--- src/rtl/if_pkg.sv ---
// Shared types and constants for the instruction-fetch front end.
//   XLEN / INST_W : address and instruction widths
//   fetch_entry_t : one queued fetch result {pc, inst}
//   PC_STEP       : sequential fetch increment (one 32-bit word)
//   align_pc      : forces a redirect target onto a word boundary
package if_pkg;
  localparam int XLEN   = 32;
  localparam int INST_W = 32;

  typedef struct packed {
    logic [XLEN-1:0]   pc;
    logic [INST_W-1:0] inst;
  } fetch_entry_t;

  localparam logic [XLEN-1:0] PC_STEP = 32'd4;

  function automatic logic [XLEN-1:0] align_pc(input logic [XLEN-1:0] pc);
    return {pc[XLEN-1:2], 2'b00};
  endfunction
endpackage

--- src/rtl/fetch_fifo.sv ---
// Small registered FIFO holding fetched {pc, inst} entries.
//   clk, rst      : clock, asynchronous active-low reset
//   push/push_data: write an entry at the tail
//   pop           : drop the head entry (caller guarantees non-empty)
//   flush         : synchronous clear; overrides push and pop
//   head_data     : current head entry (stale when count == 0)
//   count         : occupancy, 0..DEPTH
module fetch_fifo
  import if_pkg::*;
#(
  parameter int  DEPTH   = 4,
  parameter type entry_t = fetch_entry_t
) (
  input  logic                       clk,
  input  logic                       rst,
  input  logic                       push,
  input  entry_t                     push_data,
  input  logic                       pop,
  input  logic                       flush,
  output entry_t                     head_data,
  output logic [$clog2(DEPTH+1)-1:0] count
);
  localparam int AW = $clog2(DEPTH);
  localparam int CW = $clog2(DEPTH+1);

  entry_t        mem [DEPTH];
  logic [AW-1:0] wr_ptr, rd_ptr;
  logic [CW-1:0] count_q;

  // Pointers wrap naturally because DEPTH is a power of two.
  always_ff @(posedge clk or negedge rst) begin
    if (!rst) begin
      wr_ptr  <= '0;
      rd_ptr  <= '0;
      count_q <= '0;
      for (int i = 0; i < DEPTH; i++) mem[i] <= '0;
    end else if (flush) begin
      wr_ptr  <= '0;
      rd_ptr  <= '0;
      count_q <= '0;
    end else begin
      if (push) begin
        mem[wr_ptr] <= push_data;
        wr_ptr      <= wr_ptr + 1'b1;
      end
      if (pop) rd_ptr <= rd_ptr + 1'b1;
      case ({push, pop})
        2'b10:   count_q <= count_q + 1'b1;
        2'b01:   count_q <= count_q - 1'b1;
        default: count_q <= count_q;
      endcase
    end
  end

  assign head_data = mem[rd_ptr];
  assign count     = count_q;
endmodule

--- src/rtl/ifetch_queue.sv ---
// Instruction-fetch front end: sequential PC generation into a 1-cycle
// synchronous-read IM, capture of returned words into fetch_fifo, and
// valid/ready delivery to decode. A redirect flushes the queue, drops the
// in-flight read and restarts fetch at the (word-aligned) target.
//   clk, rst        : clock, asynchronous active-low reset
//   IM_r_addr       : IM byte address (registered PC)
//   IM_r_data       : IM data for the address of the previous cycle
//   redirect_valid  : restart request from the core
//   redirect_pc     : restart target
//   fq_valid/ready  : head-entry handshake toward decode
//   fq_pc/fq_inst   : head entry
//   fq_count        : queue occupancy
module ifetch_queue
  import if_pkg::*;
#(
  parameter int          DEPTH    = 4,
  parameter logic [31:0] RESET_PC = 32'h0000_0000
) (
  input  logic                       clk,
  input  logic                       rst,
  output logic [31:0]                IM_r_addr,
  input  logic [31:0]                IM_r_data,
  input  logic                       redirect_valid,
  input  logic [31:0]                redirect_pc,
  output logic                       fq_valid,
  input  logic                       fq_ready,
  output logic [31:0]                fq_pc,
  output logic [31:0]                fq_inst,
  output logic [$clog2(DEPTH+1)-1:0] fq_count
);
  localparam int            CW      = $clog2(DEPTH+1);
  localparam logic [CW:0]   DEPTH_C = (CW+1)'(DEPTH);

  logic [31:0]   pc_q, req_pc_q;
  logic          req_valid_q;
  logic [CW-1:0] count;
  logic [CW:0]   credits;
  logic          issue, push, pop;
  fetch_entry_t  push_data, head;

  // A read in flight already owns a slot, so issuing only while
  // queued + in-flight < DEPTH can never overflow the queue.
  assign credits = {1'b0, count} + {{CW{1'b0}}, req_valid_q};
  assign issue   = !redirect_valid && (credits < DEPTH_C);

  always_ff @(posedge clk or negedge rst) begin
    if (!rst) begin
      pc_q        <= RESET_PC;
      req_valid_q <= 1'b0;
      req_pc_q    <= '0;
    end else if (redirect_valid) begin
      pc_q        <= align_pc(redirect_pc);
      req_valid_q <= 1'b0;
    end else if (issue) begin
      pc_q        <= pc_q + PC_STEP;
      req_valid_q <= 1'b1;
      req_pc_q    <= pc_q;
    end else begin
      req_valid_q <= 1'b0;
    end
  end

  // Response arriving in a redirect cycle belongs to the old path.
  assign push      = req_valid_q && !redirect_valid;
  assign push_data = '{pc: req_pc_q, inst: IM_r_data};
  assign fq_valid  = (count != '0) && !redirect_valid;
  assign pop       = fq_valid && fq_ready;

  fetch_fifo #(.DEPTH(DEPTH), .entry_t(fetch_entry_t)) u_fifo (
    .clk       (clk),
    .rst       (rst),
    .push      (push),
    .push_data (push_data),
    .pop       (pop),
    .flush     (redirect_valid),
    .head_data (head),
    .count     (count)
  );

  assign IM_r_addr = pc_q;
  assign fq_pc     = head.pc;
  assign fq_inst   = head.inst;
  assign fq_count  = count;

  // Low bits of the target are discarded by word alignment.
  logic unused_redirect_lsb;
  assign unused_redirect_lsb = ^redirect_pc[1:0];
endmodule

--- config.mk ---
export PLATFORM = sky130hd
export DESIGN_NAME = ifetch_queue
export DESIGN_NICKNAME = d
export VERILOG_FILES = /design/src/rtl/if_pkg.sv /design/src/rtl/fetch_fifo.sv /design/src/rtl/ifetch_queue.sv
export SDC_FILE = /design/constraint.sdc
export NUM_CORES = 1
export LEC_CHECK = 0
export ABC_AREA = 1
export CELL_PAD_IN_SITES_DETAIL_PLACEMENT = 1
export CELL_PAD_IN_SITES_GLOBAL_PLACEMENT = 2
export CORE_UTILIZATION = 36
export DETAILED_ROUTE_END_ITERATION = 8
export GPL_TIMING_DRIVEN = 0
export PLACE_DENSITY = 0.91
export SLEW_MARGIN = 40
export SYNTH_ARGS = -nofsm -noshare
export SYNTH_HDL_FRONTEND = slang
export SYNTH_SLANG_ARGS = --single-unit
--- constraint.sdc ---
create_clock -name clk -period 4.91 [get_ports clk]
set_input_delay 0.491 -clock clk [delete_from_list [all_inputs] [get_ports clk]]
set_output_delay 0.491 -clock clk [all_outputs]
set_load 0.02 [all_outputs]
==> metrics <==
die height=201 µm; final worst path period share=0.719; total power=9.60 mW; DIE WIDTH=201 µm; DRT Pass-1 Iters=5; most frequent cells in the layout=nand2_1, o21ai_0, dfrtp_1, nor2_1, clkdlybuf4s50_1; IO Pins=168; slowest stage delay, CP=0.67 ns; Clock Path Buffers=3; CTS tree=yes; cell count after synthesis=~1700; first-pass GRT wire length=78.0 mm; switching share of total power=0.343; mux share of post-synthesis cell area=0; initial drt markers=639; Worst Hold Class=in2reg; synthesized area=14300 µm²; Port Buffers=160; Synth Area in Adders=0.00578; largest net degree at the start of global routing=75; WP data arrival=between 3 and 4 ns; GPL Wtd Cong=roughly 0.83; Worst-path clk slew=0.06 ns; area delta synth->final=25.5%; initial antenna violation count=0; layout cells sized above 1=0.0783; clk_skew=0.0145 ns; post-place setup slack=1.92 ns; Worst-Skew Late Latency=0.53 ns; post-synthesis xor/xnor area fraction=0.00429; Max FO, Critical Path=10; Slew Limit Headroom=0.532; Peak VDD IR=200 µV; simple-gate share of the synthesized area=0.188; Flop pwr share=0.409; largest delay contributor family on the critical path=buffers and inverters; Inserted Clock Buffers=37; initial core utilization=0.367; CP endpoint kind=primary output; H-tree levels=2; Compound-Gate Fraction of Synth Area=0.182; status=completed; Gate power share=0.294; vias per inst=5.26; yosys warns=0; Yosys top cell by area=dfrtp_1; drt drc=0; placed cell areas=roughly 17000 µm²; diodes inserted=0; crit path kind=reg2out; Root Buffer=clkbuf_16; nets=1978; upper clock frequency limit=approximately 0.28 GHz; # setup viols final=0; Psw=3.30 mW; crit path cell chain=buf_2 -> clkinv_1 -> clkbuf_1 -> o21ai_0 -> o22ai_1 -> clkdlybuf4s50_1; GRT Resource Usage Total=0.244; syn_area_per_cell=8.42 µm²; slowest CP cell=clkdlybuf4s50_1; routed vias=12864; FP Rows=72; leading post-synthesis cells by cell area=dfrtp_1, o21ai_0, nand2_1; largest family of logic cells by synthesized area=simple AND/OR/NAND/NOR gates; # resized after CTS=0; Seq cells post-synth=between 300 and 400; register area share after synthesis=0.553; # clock sinks=between 300 and 400; global route total overflow=0; synth unique cells=36; Worst Path Buf+Inv=4; Setup Fix Bufs, Post-CTS=0; flop2flop setup slack=3.02 ns; Final Worst Setup Slack=1.38 ns; vias in the first global route=13871; Power Dens Cells=536 nW/µm²; setup_tns=0 ns; Worst Max-Slew Pin Slew=~0.7 ns; CP Data Required Time=4.42 ns; Final Hold Fails=0; final instance area=17900 µm²; DP Wirelength=roughly 34 mm; core area=38900 µm²; Tmin final=3.53 ns; Slew Viols, Final=0; commonest non-fill, non-tap cell in the layout=nand2_1; leak pwr=around 8.2 nW; RSZ-0062 raised after global routing=no; die area=roughly 40000 µm²; Worst Setup Start Kind=flop; internal power=6.30 mW; Clock power frac=0.297; max-cap violations=0; area fraction of the dominant cell type after synthesis=0.553; Routed Antenna Nets=0; drt total wl=48.6 mm; fillers=between 4000 and 5000; Routed WL per cell=19.9 µm
-- worst paths after layout --
check / startpoint / to / depth (start not counted)
worst min-delay path: redirect_valid / u_fifo.wr_ptr[0]$_DFFE_PN0P_ / 4
worst max-delay path: u_fifo.rd_ptr[1]$_DFFE_PN0P_ / fq_pc[30] / 6
worst min register to register: u_fifo.mem[122]$_DFFE_PN0P_ / u_fifo.mem[122]$_DFFE_PN0P_ / 2
max in group asynchronous: rst / u_fifo.mem[216]$_DFFE_PN0P_ / 4
min in group asynchronous: rst / u_fifo.mem[4]$_DFFE_PN0P_ / 2
worst max register to register: u_fifo.count[2]$_DFFE_PN0P_ / u_fifo.count[2]$_DFFE_PN0P_ / 9
-- cell usage after synthesis, drive strengths merged --
| cell | instances |
|---|---|
| buf | 57 |
| ha | 5 |
| o221ai | 2 |
| o21ai | 410 |
| nand4 | 11 |
| o21bai | 1 |
| xnor2 | 2 |
| conb | 1 |
| a31oi | 2 |
| clkbuf | 56 |
| a21oi | 12 |
| xor2 | 5 |
| nor3 | 7 |
| nand3 | 46 |
| inv | 113 |
| a22oi | 1 |
| clkinv | 1 |
| nand3b | 3 |
| o22ai | 62 |
| dfrtp | 316 |
| o211ai | 8 |
| nand2 | 396 |
| nor2 | 179 |
| fa | 1 |
-- repair_timing --
action                     in CTS  in global routing
hold endpoints to repair       43                  0
hold buffers                    1                  0
setup endpoints to repair       0                  0
-- worst min-delay path, delay by kind of cell --
family                 cells  cell delay [ns]
and+or+nand+nor            2             0.14
AOI/OAI and AO/OA          1             0.07
buffers and inverters      1             0.15
-- power by group through the flow --
stage / clock (mW) / combinational [mW] / sequential [mW]
floorplan: 0 / 1.59 / 3.85
global placement: 0 / 2.73 / 3.92
detailed placement: 0 / 2.83 / 3.95
CTS: 2.90 / 2.86 / 3.92
global route: 2.99 / 3.13 / 4.03
finish: 2.85 / 2.82 / 3.93
-- registers in the layout, indices dropped and copies added, names as in the netlist --
register / count
u_fifo.count: 3
u_fifo.rd_ptr: 2
u_fifo.wr_ptr: 2
IM_r_addr: 30
u_fifo.mem: 248
req_pc_q: 30
req_valid_q: 1
-- metal layers --
metal / GRT usage / vias up / share of wire
li1: - / 6006 / -
met4: 0.0790 / 0 / 0.027
met1: 0.324 / 6446 / 0.45
met3: 0.0313 / 76 / 0.045
met5: 0 / - / 0
met2: 0.411 / 336 / 0.48
-- metrics by stage --
stage	cells	hold slack [ns]	utilization
CTS	2447	0.371	0.461
global placement	2378	0.461	0.425
global route	2447	0.395	0.461
floorplan	1700	0.195	-
finish	2447	0.390	0.461
detailed placement	2382	0.430	0.428
-- kinds of logic (layout without fill, tap and decap cells) --
| group | Yosys count | after routing |
|---|---|---|
| compound gates | 498 | 498 |
| xor+xnor | 7 | 7 |
| fa+ha+maj | 6 | 6 |
| buf+inv | 227 | 456 |
| flops | 316 | 316 |
| other cells | 1 | 4 |
| simple gates | 642 | 642 |
-- final cells by class --
type / instances / area, µm² / share of cell area
sequential: 316 / 7910 / 0.441
clock buffer: 56 / 1130 / 0.0630
tap: 518 / 648 / 0.0362
multi-input combinational: 1157 / 5450 / 0.304
timing repair buffer: 165 / 1730 / 0.0963
clock inverter: 8 / 121 / 0.00677
buffer: 113 / 513 / 0.0286
inverter: 114 / 430 / 0.0240
Note: power is estimated with default switching activity, not from simulation.
